$ cat src/rtl/target_model_pkg.sv
// Shared helpers for the memory-backed target model: parameter legality
// checks and the log2 used to size indices, pointers and counters.
package tgt_model_pkg;

    typedef enum logic {
        REQ_READ  = 1'b0,
        REQ_WRITE = 1'b1
    } req_kind_e;

    function automatic int clog2(input int value);
        int result;
        int span;
        result = 0;
        span   = 1;
        while (span < value) begin
            span   = span * 2;
            result = result + 1;
        end
        return result;
    endfunction

    function automatic bit is_pow2(input int value);
        return (value > 0) && ((value & (value - 1)) == 0);
    endfunction

    function automatic bit depth_legal(input int depth);
        return is_pow2(depth) && (depth >= 2);
    endfunction

    function automatic bit dw_legal(input int dw);
        return (dw >= 8) && ((dw % 8) == 0);
    endfunction

    function automatic bit latency_legal(input int latency);
        return latency >= 1;
    endfunction

    function automatic bit outst_legal(input int outst);
        return outst >= 1;
    endfunction

    // A single-entry queue still needs a one-bit pointer.
    function automatic int ptr_width(input int depth);
        return (depth > 1) ? clog2(depth) : 1;
    endfunction

endpackage

$ cat src/rtl/target_model_sync_fifo.sv
// Synchronous FIFO of arbitrary depth; head is visible on dout while not empty.
module sync_fifo
    import tgt_model_pkg::*;
#(
    parameter int WIDTH = 8,
    parameter int DEPTH = 2
) (
    input  logic             clk,
    input  logic             rstn,
    input  logic             push,
    input  logic             pop,
    input  logic [WIDTH-1:0] din,
    output logic [WIDTH-1:0] dout,
    output logic             empty,
    output logic             full
);

    localparam int PW = ptr_width(DEPTH);
    localparam int CW = clog2(DEPTH + 1);

    logic [WIDTH-1:0] storage [DEPTH];
    logic [PW-1:0]    wr_ptr;
    logic [PW-1:0]    rd_ptr;
    logic [CW-1:0]    count;
    logic             do_push;
    logic             do_pop;

    function automatic logic [PW-1:0] next_ptr(input logic [PW-1:0] ptr);
        return (ptr == PW'(DEPTH - 1)) ? '0 : ptr + PW'(1);
    endfunction

    assign empty   = (count == '0);
    assign full    = (count == CW'(DEPTH));
    assign do_pop  = pop && !empty;
    assign do_push = push && (!full || do_pop);
    assign dout    = storage[rd_ptr];

    always_ff @(posedge clk) begin
        if (!rstn) begin
            wr_ptr <= '0;
            rd_ptr <= '0;
            count  <= '0;
        end else begin
            if (do_push) begin
                wr_ptr <= next_ptr(wr_ptr);
            end
            if (do_pop) begin
                rd_ptr <= next_ptr(rd_ptr);
            end
            case ({do_push, do_pop})
                2'b10:   count <= count + CW'(1);
                2'b01:   count <= count - CW'(1);
                default: count <= count;
            endcase
        end
    end

    // Entries are never read before being written, so storage needs no reset.
    always_ff @(posedge clk) begin
        if (do_push) begin
            storage[wr_ptr] <= din;
        end
    end

endmodule

$ cat config.mk
export PLATFORM = sky130hd
export DESIGN_NAME = sync_fifo
export DESIGN_NICKNAME = d
export VERILOG_FILES = /design/src/rtl/target_model_pkg.sv /design/src/rtl/target_model_sync_fifo.sv
export SDC_FILE = /design/constraint.sdc
export NUM_CORES = 1
export LEC_CHECK = 0
export BUFFER_PORTS_ARGS = -buffer_cell sky130_fd_sc_hd__clkbuf_2
export CAP_MARGIN = 20
export CORE_MARGIN = 1
export CORE_UTILIZATION = 52
export CTS_BUF_LIST = sky130_fd_sc_hd__clkbuf_4
export DETAILED_ROUTE_END_ITERATION = 7
export PLACE_DENSITY = 0.85
export SKIP_CTS_REPAIR_TIMING = 1
export SLEW_MARGIN = 20
export SYNTH_ARGS = -nofsm -noshare
export SYNTH_HDL_FRONTEND = slang
export SYNTH_SLANG_ARGS = --single-unit
export TNS_END_PERCENT = 20
$ cat constraint.sdc
create_clock -name clk -period 1.82 [get_ports clk]
set_clock_uncertainty 0.15 [all_clocks]
set_input_delay 0.091 -clock clk [delete_from_list [all_inputs] [get_ports clk]]
set_output_delay 0.091 -clock clk [all_outputs]
set_load 0.1 [all_outputs]
# [Word level (Yosys, flattened, before mapping)]
# Memories as Yosys holds them, arrays and structs flattened. A register that Yosys moved wholly into a read port is not among the register bits.
# Cells that the tools add are included.
[op_classes] add_sub_neg=4 n_eq_ne=3 mux=7 n_reduce_logical=7
[ops] op="$mux 1" count=6
[ops] op="$eq 2x2->1 const B" count=2
[ops] op="$pmux 2 s2" count=1
[ops] op="$add 1x1->1 const B" count=2
[ops] op="$add 2x1->2 const B" count=1
[ops] op="$eq 2x1->1 const B" count=1
[ops] op="$logic_and 1x1->1" count=2
[ops] op="$logic_not 1->1" count=2
[ops] op="$logic_not 2->1" count=1
[ops] op="$reduce_bool 2->1" count=1
[ops] op="$sub 2x1->2 const B" count=1
[ops] op="$logic_or 1x1->1" count=1
[word_totals] reg_bits=4 ramBits=16 input_bits=12 output_inout_bits=10 wordCells=25 memories=1
[memory_table] memory="storage" words=2 word_bits=8 rd=1 rd_ports_with_merged_regs=1 write_ports=1 line_no="target_model_sync_fifo.sv:21" text="logic [WIDTH-1:0] storage [DEPTH];"

# [Longest topological paths before layout]
[logic_depth] word_depth=7 mapped_depth=6 mapped_depth_nobuf=6

# [Worst setup path after synthesis]
# Ideal clock, no wire load.
[synth_timing] kind="register to output" start="register count[0]" end="output port empty" arrival_ps=1595 required_time_ps=1579 slack_ps=-16 path_stages_with_launch=2 n_path_buf=0 path_cell_list="dfxtp_1 nor2_1"
[synth_between] elab_chain_cells=1
[synth_lines] element="from (decl)" line_no="target_model_sync_fifo.sv:24" text="logic [CW-1:0] count;"
[synth_lines] element="from (signal assigned)" line_no="target_model_sync_fifo.sv:51" text="2'b10: count <= count + CW'(1);"
[synth_lines] element="from (signal assigned)" line_no="target_model_sync_fifo.sv:52" text="2'b01: count <= count - CW'(1);"
[synth_lines] element="from (signal assigned)" line_no="target_model_sync_fifo.sv:53" text="default: count <= count;"
[synth_lines] element="$logic_not 2->1" line_no="target_model_sync_fifo.sv:32" text="assign empty = (count == '0);"
[synth_lines] element="to (decl)" line_no="target_model_sync_fifo.sv:14" text="output logic empty,"
# No other way between the ends.

# [Worst setup path after layout]
[layout_timing] start="register count[0]" end="register count[1]"
[layout_between] elab_chain_cells=7
[layout_lines] element="$logic_not 2->1" line_no="target_model_sync_fifo.sv:32"
[layout_lines] element="$logic_not 1->1" line_no="target_model_sync_fifo.sv:34" text="assign do_pop = pop && !empty;"
[layout_lines] element="$logic_and 1x1->1" line_no="target_model_sync_fifo.sv:34"
[layout_lines] element="$logic_or 1x1->1" line_no="target_model_sync_fifo.sv:35" text="assign do_push = push && (!full || do_pop);"
[layout_lines] element="$logic_and 1x1->1" line_no="target_model_sync_fifo.sv:35"
[layout_lines] element="$eq 2x1->1 / $eq 2x2->1 (equally long branches)" line_no="target_model_sync_fifo.sv:50" text="case ({do_push, do_pop})"
[layout_lines] element="$pmux 2 s2 / $reduce_bool 2->1 (equally long branches)"
# Several ways; a longest one is shown, not always the timed one.
# A chain may end at the register's enable or synchronous reset.

==> results.md <==
- Clk_lat worst skew: between 0.2 and 0.3 ns
- PortBufs: 21
- Number of buffers and inverters on the critical path: 0
- Clock Path Buffers: 2
- Cell Chain, Critical Path: nand2b_1, o21ai_2, ha_1, or3_1, a21boi_1
- Final WL: 1310 um
- Die W: 41.5 um
- Ys Warns: 0
- Dpl cell area: about 960 um^2
- Total global routing overflow: 0
- Core area: between 0.001 and 0.0015 mm^2
- Maximum clock frequency: 560 MHz
- Post-synth cell types: 18
- CP max FO: 5
- Slew Limit Fails: 0
- Seq cells post-synth: 21
- Cell family with most CP delay: simple AND/OR/NAND/NOR gates
- Initial antenna violation count: 0
- Drc violations: 0
- Post-Syn Area: around 810 um^2
- Vias per inst: 4.87
- First-pass GRT wire length: around 2200 um
- Status: finished clean
- Post-route antenna net violation count: 0
- Fraction of synthesized area in multiplexers: 0.123
- Peak VDD IR: roughly 0.00097 V
- Setup repair after global routing missed its margin: true
- Height of the chip: between 40 and 50 um
- Vias after detailed routing: just over 500
- Leak: around 0.45 nW
- Simple-gate share of the synthesized area: 0.0617
- Max capacitance violation total: 0
- Worst setup SP type: flop
- Final cycle utilization of the critical path: 0.980
- Die ar.: 0.00172 mm^2
- Filler Cells Inserted: 88
- Final Cell Area: around 0.0011 mm^2
- Setup-failing EPs final: 0
- Area Overhead vs Synth: 35.8%
- Final Wtd Congestion: just under 0.7
- FP Rows: 13
- Avg Synthesized Cell Area: around 16 um^2
- Worst stage delay on the critical path: around 0.38 ns
- H-tree depth: 1
- Worst Slack Setup Final: ~0.036 ns
- Tmin final: 1.78 ns
- Largest net degree at the start of global routing: 13
- WHS: approximately 0.34 ns
- Initial Utilization: 0.586
- First-pass detailed-route iteration total: 4
- Clk sinks: 21
- DR WL/cell: 12.5 um
- Antenna fix cells: 0
- Power per standard cell area: approximately 1600 mW/mm^2
- Combinational family with the most area after synthesis: multiplexers
- Worst hold path class: flop to flop
- DR iter-0 viols: 8
- Critical Path RT: 1.90 ns
- I/O pins: 22
- Synth Area in XOR/XNOR: 0.0324
- Crit path capture type: flop
- CTS tree: yes
- Syn nets: 64
- Worst-Margin Slew: 0.546 ns
- Clock buffer count from CTS: 3
- Dpl ws: 0.0712 ns
- Vias in the first global route: about 500
- Worst slew margin: 0.638
- Synth Area in Compound Gates: 0.0355
- Worst Setup Path Type: flop to flop
- Final Util: 0.796
- Endpoints failing hold: 0
- CTS root buf: clkbuf_4
- Layout cells sized above 1: 0.444
- Cell count after synthesis: approximately 50
- Gr usage total: 0.169
- WP data arrival: around 1.9 ns
- Adder-Cell Fraction of Synth Area: 0.0154
- Register area share after synthesis: 0.716
- Slowest-stage cell, CP: dfxtp_1
- Worst-path clk slew: approximately 0.11 ns
- NumNets Final: 104
## state kept, by name (all words and copies together), names as in the netlist, named ones only
name     cells
storage     16
wr_ptr       1
count        2
rd_ptr       1
## worst reg2reg max path: stages, from the launching register on
cell      delay (ns)
dfxtp_1         0.38
nand2b_1        0.20
o21ai_2         0.21
ha_1            0.30
or3_1           0.35
a21boi_1        0.13
## stage by stage
stage	setup TNS [ns]	total power, mW	cells
3_5_place_dp	0	1.59	90
6_report	0	1.81	105
2_1_floorplan	0	1.46	51
4_1_cts	-0.212	1.81	94
3_3_place_gp	0	1.58	90
5_1_grt	-0.0665	1.90	105
## cells in the final DEF, fill, tap and decap left out, types with 2 or more instances in the layout
cell and n:
mux2_2 8, dlygate4sd3_1 11, dfxtp_1 4, nor2b_1 2, buf_4 4, clkbuf_4 3
edfxtp_1 16, inv_1 2, clkbuf_2 21, nand2_1 2, nor2_1 2, xnor2_1 3
## final timing paths
| check | start | to | slack [ns] | cells past startpoint |
|---|---|---|---|---|
| max | count[0]$_SDFFE_PN0P_ | count[1]$_SDFFE_PN0P_ | 0.04 | 5 |
| min | wr_ptr$_SDFFE_PN0P_ | wr_ptr$_SDFFE_PN0P_ | 0.34 | 2 |
| max reg2reg | count[0]$_SDFFE_PN0P_ | count[1]$_SDFFE_PN0P_ | 0.04 | 5 |
| min reg2reg | wr_ptr$_SDFFE_PN0P_ | wr_ptr$_SDFFE_PN0P_ | 0.34 | 2 |
## report_power, final
group          switching [mW]  leakage, nW  internal (mW)
Clock                   0.133       0.0177         0.0816
Sequential             0.0646        0.192          0.601
Combinational           0.708        0.241          0.226
Total                   0.905        0.451          0.909
## cell usage after synthesis
cell | instances | area (um^2)
nand2b_1 | 1 | 6.26
nand2_1 | 2 | 7.51
mux2i_1 | 1 | 10.0
nor2_1 | 3 | 11.3
or3_1 | 1 | 6.26
o21ai_0 | 1 | 5.00
inv_1 | 2 | 7.51
edfxtp_1 | 16 | 480
dfxtp_1 | 5 | 100
and2_1 | 1 | 6.26
ha_1 | 1 | 12.5
o21ai_2 | 1 | 8.76
a21boi_1 | 1 | 7.51
o21a_1 | 1 | 7.51
xnor2_1 | 3 | 26.3
nor2b_1 | 2 | 12.5
buf_2 | 1 | 5.00
mux2_2 | 8 | 90.1
## final cells by class
cell class,instances,area (um^2),share of cell area
Clock inverter,1,5.00,0.00455
Clock buffer,3,22.5,0.0205
Tap cell,15,18.8,0.0170
Timing Repair Buffer,36,245,0.223
Inverter,2,7.51,0.00682
Sequential cell,21,582,0.528
Multi-Input combinational cell,27,220,0.200
## layer usage
metal  part of all wire  track usage  vias up
li1                   -            -      262
met1               0.42        0.204      237
met2               0.55        0.281       10
met3              0.024       0.0304        2
met4             0.0091       0.0968        0
met5                  0            0        -
## logic make-up (layout without fill, tap and decap cells)
kind of cell / count (synthesis) / in the layout
flip-flops: 21 / 21
AND/OR/NAND/NOR: 10 / 10
multiplexers: 9 / 9
AO/OA/AOI/OAI: 4 / 4
XOR/XNOR: 3 / 3
buffers and inverters: 3 / 42
adder cells (fa/ha/maj): 1 / 1
(Power assumes the default switching activity.)
